**src/rtl/mc_ctrl.sv**
```systemverilog
// mc_ctrl: multicycle MIPS-subset control unit.
// Sequences fetch/decode/execute/memory/writeback with timed memory waits.
module mc_ctrl #(
  parameter int EXT_ISA    = 1,
  parameter int WAIT_LIMIT = 15
) (
  input  logic        clk,
  input  logic        rst,
  input  logic [31:0] instr,
  input  logic        zero,
  input  logic        mem_ready,
  output logic        mem_read,
  output logic        mem_write,
  output logic        i_or_d,
  output logic        ir_write,
  output logic        pc_write,
  output logic        reg_write,
  output logic        reg_dst,
  output logic        mem_to_reg,
  output logic        alu_src_a,
  output logic [1:0]  alu_src_b,
  output logic [2:0]  alu_op,
  output logic [1:0]  pc_src,
  output logic        retire,
  output logic        illegal,
  output logic        bus_err,
  output logic [3:0]  state
);

  typedef enum logic [3:0] {
    S_FETCH   = 4'd0,
    S_DECODE  = 4'd1,
    S_MEMADR  = 4'd2,
    S_MEMRD   = 4'd3,
    S_MEMWB   = 4'd4,
    S_MEMWR   = 4'd5,
    S_RTYPEEX = 4'd6,
    S_RTYPEWB = 4'd7,
    S_BREX    = 4'd8,
    S_IMMEX   = 4'd9,
    S_IMMWB   = 4'd10,
    S_JEX     = 4'd11,
    S_HALT    = 4'd12
  } state_t;

  localparam bit EXT = (EXT_ISA != 0);
  localparam bit TO_EN = (WAIT_LIMIT > 0);
  localparam int CW = (WAIT_LIMIT > 0) ? $clog2(WAIT_LIMIT + 1) : 1;
  localparam logic [CW-1:0] LIM = CW'(WAIT_LIMIT);
  localparam logic [CW-1:0] ONE = CW'(1);

  state_t        st;
  logic [CW-1:0] cnt;

  logic [5:0] op;
  logic [5:0] funct;
  logic       unused_instr;

  assign op    = instr[31:26];
  assign funct = instr[5:0];
  assign unused_instr = ^instr[25:6];
  assign state = st;

  logic is_lw, is_sw, is_rt, is_beq, is_bne;
  logic is_addi, is_andi, is_ori, is_j;
  logic in_wait, timeout;

  // Opcode classification; extension opcodes only count when enabled.
  always_comb begin
    is_lw   = (op == 6'h23);
    is_sw   = (op == 6'h2B);
    is_rt   = (op == 6'h00) &&
              ((funct == 6'h20) || (funct == 6'h22) ||
               (funct == 6'h24) || (funct == 6'h25) ||
               (funct == 6'h2A));
    is_beq  = (op == 6'h04);
    is_bne  = EXT && (op == 6'h05);
    is_addi = (op == 6'h08);
    is_andi = EXT && (op == 6'h0C);
    is_ori  = EXT && (op == 6'h0D);
    is_j    = (op == 6'h02);
  end

  // A wait state with no completion this cycle may hit the timeout.
  always_comb begin
    in_wait = (st == S_FETCH) || (st == S_MEMRD) ||
              (st == S_MEMWR);
    timeout = TO_EN && in_wait && !mem_ready && (cnt == LIM);
  end

  // State register, wait counter and sticky fault flags.
  always_ff @(posedge clk) begin
    if (rst) begin
      st      <= S_FETCH;
      cnt     <= '0;
      illegal <= 1'b0;
      bus_err <= 1'b0;
    end else if (in_wait && !mem_ready) begin
      if (timeout) begin
        st      <= S_HALT;
        bus_err <= 1'b1;
        cnt     <= '0;
      end else begin
        cnt <= cnt + ONE;
      end
    end else begin
      cnt <= '0;
      case (st)
        S_FETCH: st <= S_DECODE;
        S_DECODE: begin
          if (is_lw || is_sw) begin
            st <= S_MEMADR;
          end else if (is_rt) begin
            st <= S_RTYPEEX;
          end else if (is_beq || is_bne) begin
            st <= S_BREX;
          end else if (is_addi || is_andi || is_ori) begin
            st <= S_IMMEX;
          end else if (is_j) begin
            st <= S_JEX;
          end else begin
            st      <= S_HALT;
            illegal <= 1'b1;
          end
        end
        S_MEMADR:  st <= is_lw ? S_MEMRD : S_MEMWR;
        S_MEMRD:   st <= S_MEMWB;
        S_MEMWB:   st <= S_FETCH;
        S_MEMWR:   st <= S_FETCH;
        S_RTYPEEX: st <= S_RTYPEWB;
        S_RTYPEWB: st <= S_FETCH;
        S_BREX:    st <= S_FETCH;
        S_IMMEX:   st <= S_IMMWB;
        S_IMMWB:   st <= S_FETCH;
        S_JEX:     st <= S_FETCH;
        S_HALT:    st <= S_HALT;
        default: begin
          st      <= S_HALT;
          illegal <= 1'b1;
        end
      endcase
    end
  end

  // Datapath controls decoded from the current state; strobes off in reset.
  always_comb begin
    mem_read   = 1'b0;
    mem_write  = 1'b0;
    i_or_d     = 1'b0;
    ir_write   = 1'b0;
    pc_write   = 1'b0;
    reg_write  = 1'b0;
    reg_dst    = 1'b0;
    mem_to_reg = 1'b0;
    alu_src_a  = 1'b0;
    alu_src_b  = 2'b00;
    alu_op     = 3'b000;
    pc_src     = 2'b00;
    retire     = 1'b0;
    case (st)
      S_FETCH: begin
        mem_read  = 1'b1;
        alu_src_b = 2'b01;
        ir_write  = mem_ready;
        pc_write  = mem_ready;
      end
      S_DECODE: begin
        alu_src_b = 2'b11;
      end
      S_MEMADR: begin
        alu_src_a = 1'b1;
        alu_src_b = 2'b10;
      end
      S_MEMRD: begin
        mem_read = 1'b1;
        i_or_d   = 1'b1;
      end
      S_MEMWB: begin
        reg_write  = 1'b1;
        mem_to_reg = 1'b1;
        retire     = 1'b1;
      end
      S_MEMWR: begin
        mem_write = 1'b1;
        i_or_d    = 1'b1;
        retire    = mem_ready;
      end
      S_RTYPEEX: begin
        alu_src_a = 1'b1;
        alu_op    = 3'b010;
      end
      S_RTYPEWB: begin
        reg_write = 1'b1;
        reg_dst   = 1'b1;
        retire    = 1'b1;
      end
      S_BREX: begin
        alu_src_a = 1'b1;
        alu_op    = 3'b001;
        pc_src    = 2'b01;
        retire    = 1'b1;
        pc_write  = (is_beq && zero) || (is_bne && !zero);
      end
      S_IMMEX: begin
        alu_src_a = 1'b1;
        alu_src_b = 2'b10;
        if (is_andi) begin
          alu_op = 3'b011;
        end else if (is_ori) begin
          alu_op = 3'b100;
        end else begin
          alu_op = 3'b000;
        end
      end
      S_IMMWB: begin
        reg_write = 1'b1;
        retire    = 1'b1;
      end
      S_JEX: begin
        pc_src   = 2'b10;
        pc_write = 1'b1;
        retire   = 1'b1;
      end
      default: begin
        mem_read = 1'b0;
      end
    endcase
    if (rst) begin
      mem_read  = 1'b0;
      mem_write = 1'b0;
      ir_write  = 1'b0;
      pc_write  = 1'b0;
      reg_write = 1'b0;
      retire    = 1'b0;
    end
  end

endmodule

```
**config.mk**
```make
export PLATFORM = sky130hd
export DESIGN_NAME = mc_ctrl
export DESIGN_NICKNAME = d
export VERILOG_FILES = /design/src/rtl/mc_ctrl.sv
export SDC_FILE = /design/constraint.sdc
export NUM_CORES = 1
export LEC_CHECK = 0
export BUFFER_PORTS_ARGS = -buffer_cell sky130_fd_sc_hd__buf_4
export CORE_MARGIN = 5
export CORE_UTILIZATION = 41
export CTS_CLUSTER_DIAMETER = 120
export CTS_CLUSTER_SIZE = 28
export DETAILED_ROUTE_END_ITERATION = 7
export HOLD_SLACK_MARGIN = 0.05
export PLACE_DENSITY = 0.79
export SLEW_MARGIN = 30
export SYNTH_ARGS = -nofsm -noshare
export SYNTH_HDL_FRONTEND = slang
export SYNTH_SLANG_ARGS = --single-unit
```
**constraint.sdc**
```tcl
create_clock -name clk -period 3.75 [get_ports clk]
set_clock_uncertainty 0.15 [all_clocks]
set_input_delay 0.9375 -clock clk [delete_from_list [all_inputs] [get_ports clk]]
set_output_delay 0.9375 -clock clk [all_outputs]
set_load 0.02 [all_outputs]
```
==> out/metrics.cfg <==
[placed_design]
io_buffers=38
placement.setup.worst_slack_ns=0.451
hpwlAfterDp_microns=2040
gp_congestion=0.866

[clock_network]
cts_tree=built
numClockSinks=10
clk_pin_slew_ns=0.06
cts_resized=0
clock_latency_ns=0.25
cts_buffers=3
cts_root_buf=clkbuf_4
post_cts_buffers=0
postCtsHoldBufs=0
clock_path_buffers=2
h-tree-depth=1

[critical_path]
r2r_start=state[1]
r2r-end=state[0]
crit_type=input pin to primary output
path_delay_family=simple AND/OR/NAND/NOR gates
endpoint_kind=primary output
reg2reg_depth=5
r2r_slack_ns=1.83
worst_path_most_repeated_cell=buf_4
critPathLaunch=instr[31]
crit_buf_inv=2
crit_path_top_delay_cell=or4_1
arrival_ns=2.21
crit_chain=buf_4 -> nor2_1 -> nand3_1 -> or4_1 -> o22ai_1 -> buf_4
path_max_fanout=6
slowest_delay_ns=0.54
cp.required_ns=2.66
critPathLaunchType=input pin

[logic_synthesis]
yosysMostFrequentCell=nor2_1
yosys.area.top_type=dfxtp_1
syn-num-nets=178
synth_top_area_frac=0.205
avgSynthCellArea_sq_um=6.94
synthDistinctLibCells=44
synth_seq_cells=10
ys_async_sr_fraction=0
synthTopCellsByCount=22 x nor2_1, 10 x dfxtp_1, 9 x inv_1, 9 x o21ai_0, 8 x nand2_1
yosysSeqAreaShare=0.205
yosysWarnings=0
syn-cell-area_sq_um=978
synth_area_leaders=dfxtp_1 20%, nor2_1 8.4%, o21ai_0 4.6%, a21oi_1 3.6%, inv_1 3.5%
synth_edf_count=0
synthesis.instances=141
synth-main-ff-cell=dfxtp_1

[die]
rows=17
die_w_microns=58.9
pin_count=59
chipHeight_microns=58.9
dieArea_sq_um=3460
fp.coreArea_sq_um=2250
initial_core_util=0.434

[finish]
area_growth_pct=28.4
fillers=230
n_antenna_cell=0
layout-drive-gt1-share=0.275
nNetsFinal=210

[grt]
antenna_found_initial=0
grt-ovfl-total=0
grt_first_pass_wirelength_microns=4460
grt_usage=0.157
grt_pass1_vias=1042
grt_start_max_net_pins=23

[timing]
rsz0062_at_grt=no
hold_violations=0
finalCritPeriodShare=0.880
finalSetupViolCount=0
timing.final.ws_setup_ns=0.450
tightest_slew_ns=0.652
fmax_mhz=303
slew_headroom=0.565
period_minus_slack_ns=3.30
report.final.slew_viol_count=0
fin_tns_setup_ns=0
whs_ns=0.296

[route]
drt_iter0_markers=43
postRouteAntennaNets=0
routed_via_density=5.80
drc=0
wl_microns=2660
drtPass1Iterations=4
vias=1155
detail_route.wl_per_cell_microns=13.4

[pwr]
power_leakage_nw=0.536
ir_drop_uv=352
p_total_uw=760
powerDensity_nw_per_um2=605

[hold_path]
min-delay-start=cnt[0]
worstHoldPathType=register to register
hold_path_end=cnt[0]
hold-path-cell-count=1

[run]
max_cap_viol_count=0

[run_status]
status=completed

per-layer routing:
layer  track usage  up-vias  share of wire
met1         0.221      530           0.48
li1              -      576              -
met5             0        -              0
met3        0.0241        2          0.066
met4        0.0421        0         0.0026
met2         0.244       47           0.45
per-stage QoR:
stage | cell area, sq um | utilization | std cells
after floorplan | 978 | - | 141
after global placement | 1230 | 0.547 | 196
after detailed placement | 1230 | 0.547 | 196
after CTS | 1260 | 0.557 | 199
after global routing | 1260 | 0.557 | 199
final | 1260 | 0.557 | 199
worst register-to-register path: stages (launching register included):
cell and delay [ns]:
dfxtp_1 0.74, nand4bb_1 0.24, o22ai_2 0.21, nand2_1 0.12
or2_4 0.27, o22ai_2 0.13
logic make-up after synthesis:
kind of cell,share of synthesized area
AND/OR/NAND/NOR,0.371
AO/OA/AOI/OAI,0.265
buffers and inverters,0.101
flip-flops,0.205
XOR/XNOR,0.0358
multiplexers,0.0102
adder cells (fa/ha/maj),0.0128
power by group:
group          total, mW  internal (mW)  switching (mW)
Combinational      0.491          0.211           0.281
Sequential         0.200          0.129          0.0717
Clock             0.0685         0.0368          0.0317
final cells by class:
class | count | area [sq um] | area share
clock buffers | 3 | 22.5 | 0.0179
inverters | 9 | 33.8 | 0.0269
multi-input cells | 111 | 679 | 0.541
flip-flops and latches | 10 | 200 | 0.159
well taps | 28 | 35.0 | 0.0279
repair buffers | 38 | 285 | 0.227
how the worst max path moves through the flow:
stage                      endpoint  slack (ns)  cells after the start
after floorplan              retire        0.61                      3
after global placement    alu_op[1]        0.47                      6
after detailed placement  alu_op[1]        0.45                      6
after CTS                 alu_op[1]        0.44                      6
after global routing      alu_op[1]        0.36                      6
final                     alu_op[1]        0.45                      6
layout by cell type, fill, tap and decap left out, types with 2 or more instances in the layout:
cell,synthesis,final
nor4b_1,3,3
a21oi_1,7,7
nor3b_1,2,2
inv_1,9,9
o22ai_1,2,2
o22ai_2,2,2
dfxtp_1,10,10
nand3_1,6,6
nor4_1,2,2
nor3_1,6,6
nand2_1,8,8
a31oi_1,5,5
xnor2_1,2,2
clkbuf_4,0,3
buf_4,0,38
a211oi_1,3,3
nand2b_1,4,4
nor2b_1,3,3
a21o_1,2,2
o21ai_0,9,9
xor2_1,2,2
nor2_1,22,22
registers in the layout (all words and copies together), names as in the netlist:
signal,cells
illegal,1
cnt,4
bus_err,1
state,4
No activity file was read; power rests on OpenSTA's default activity.
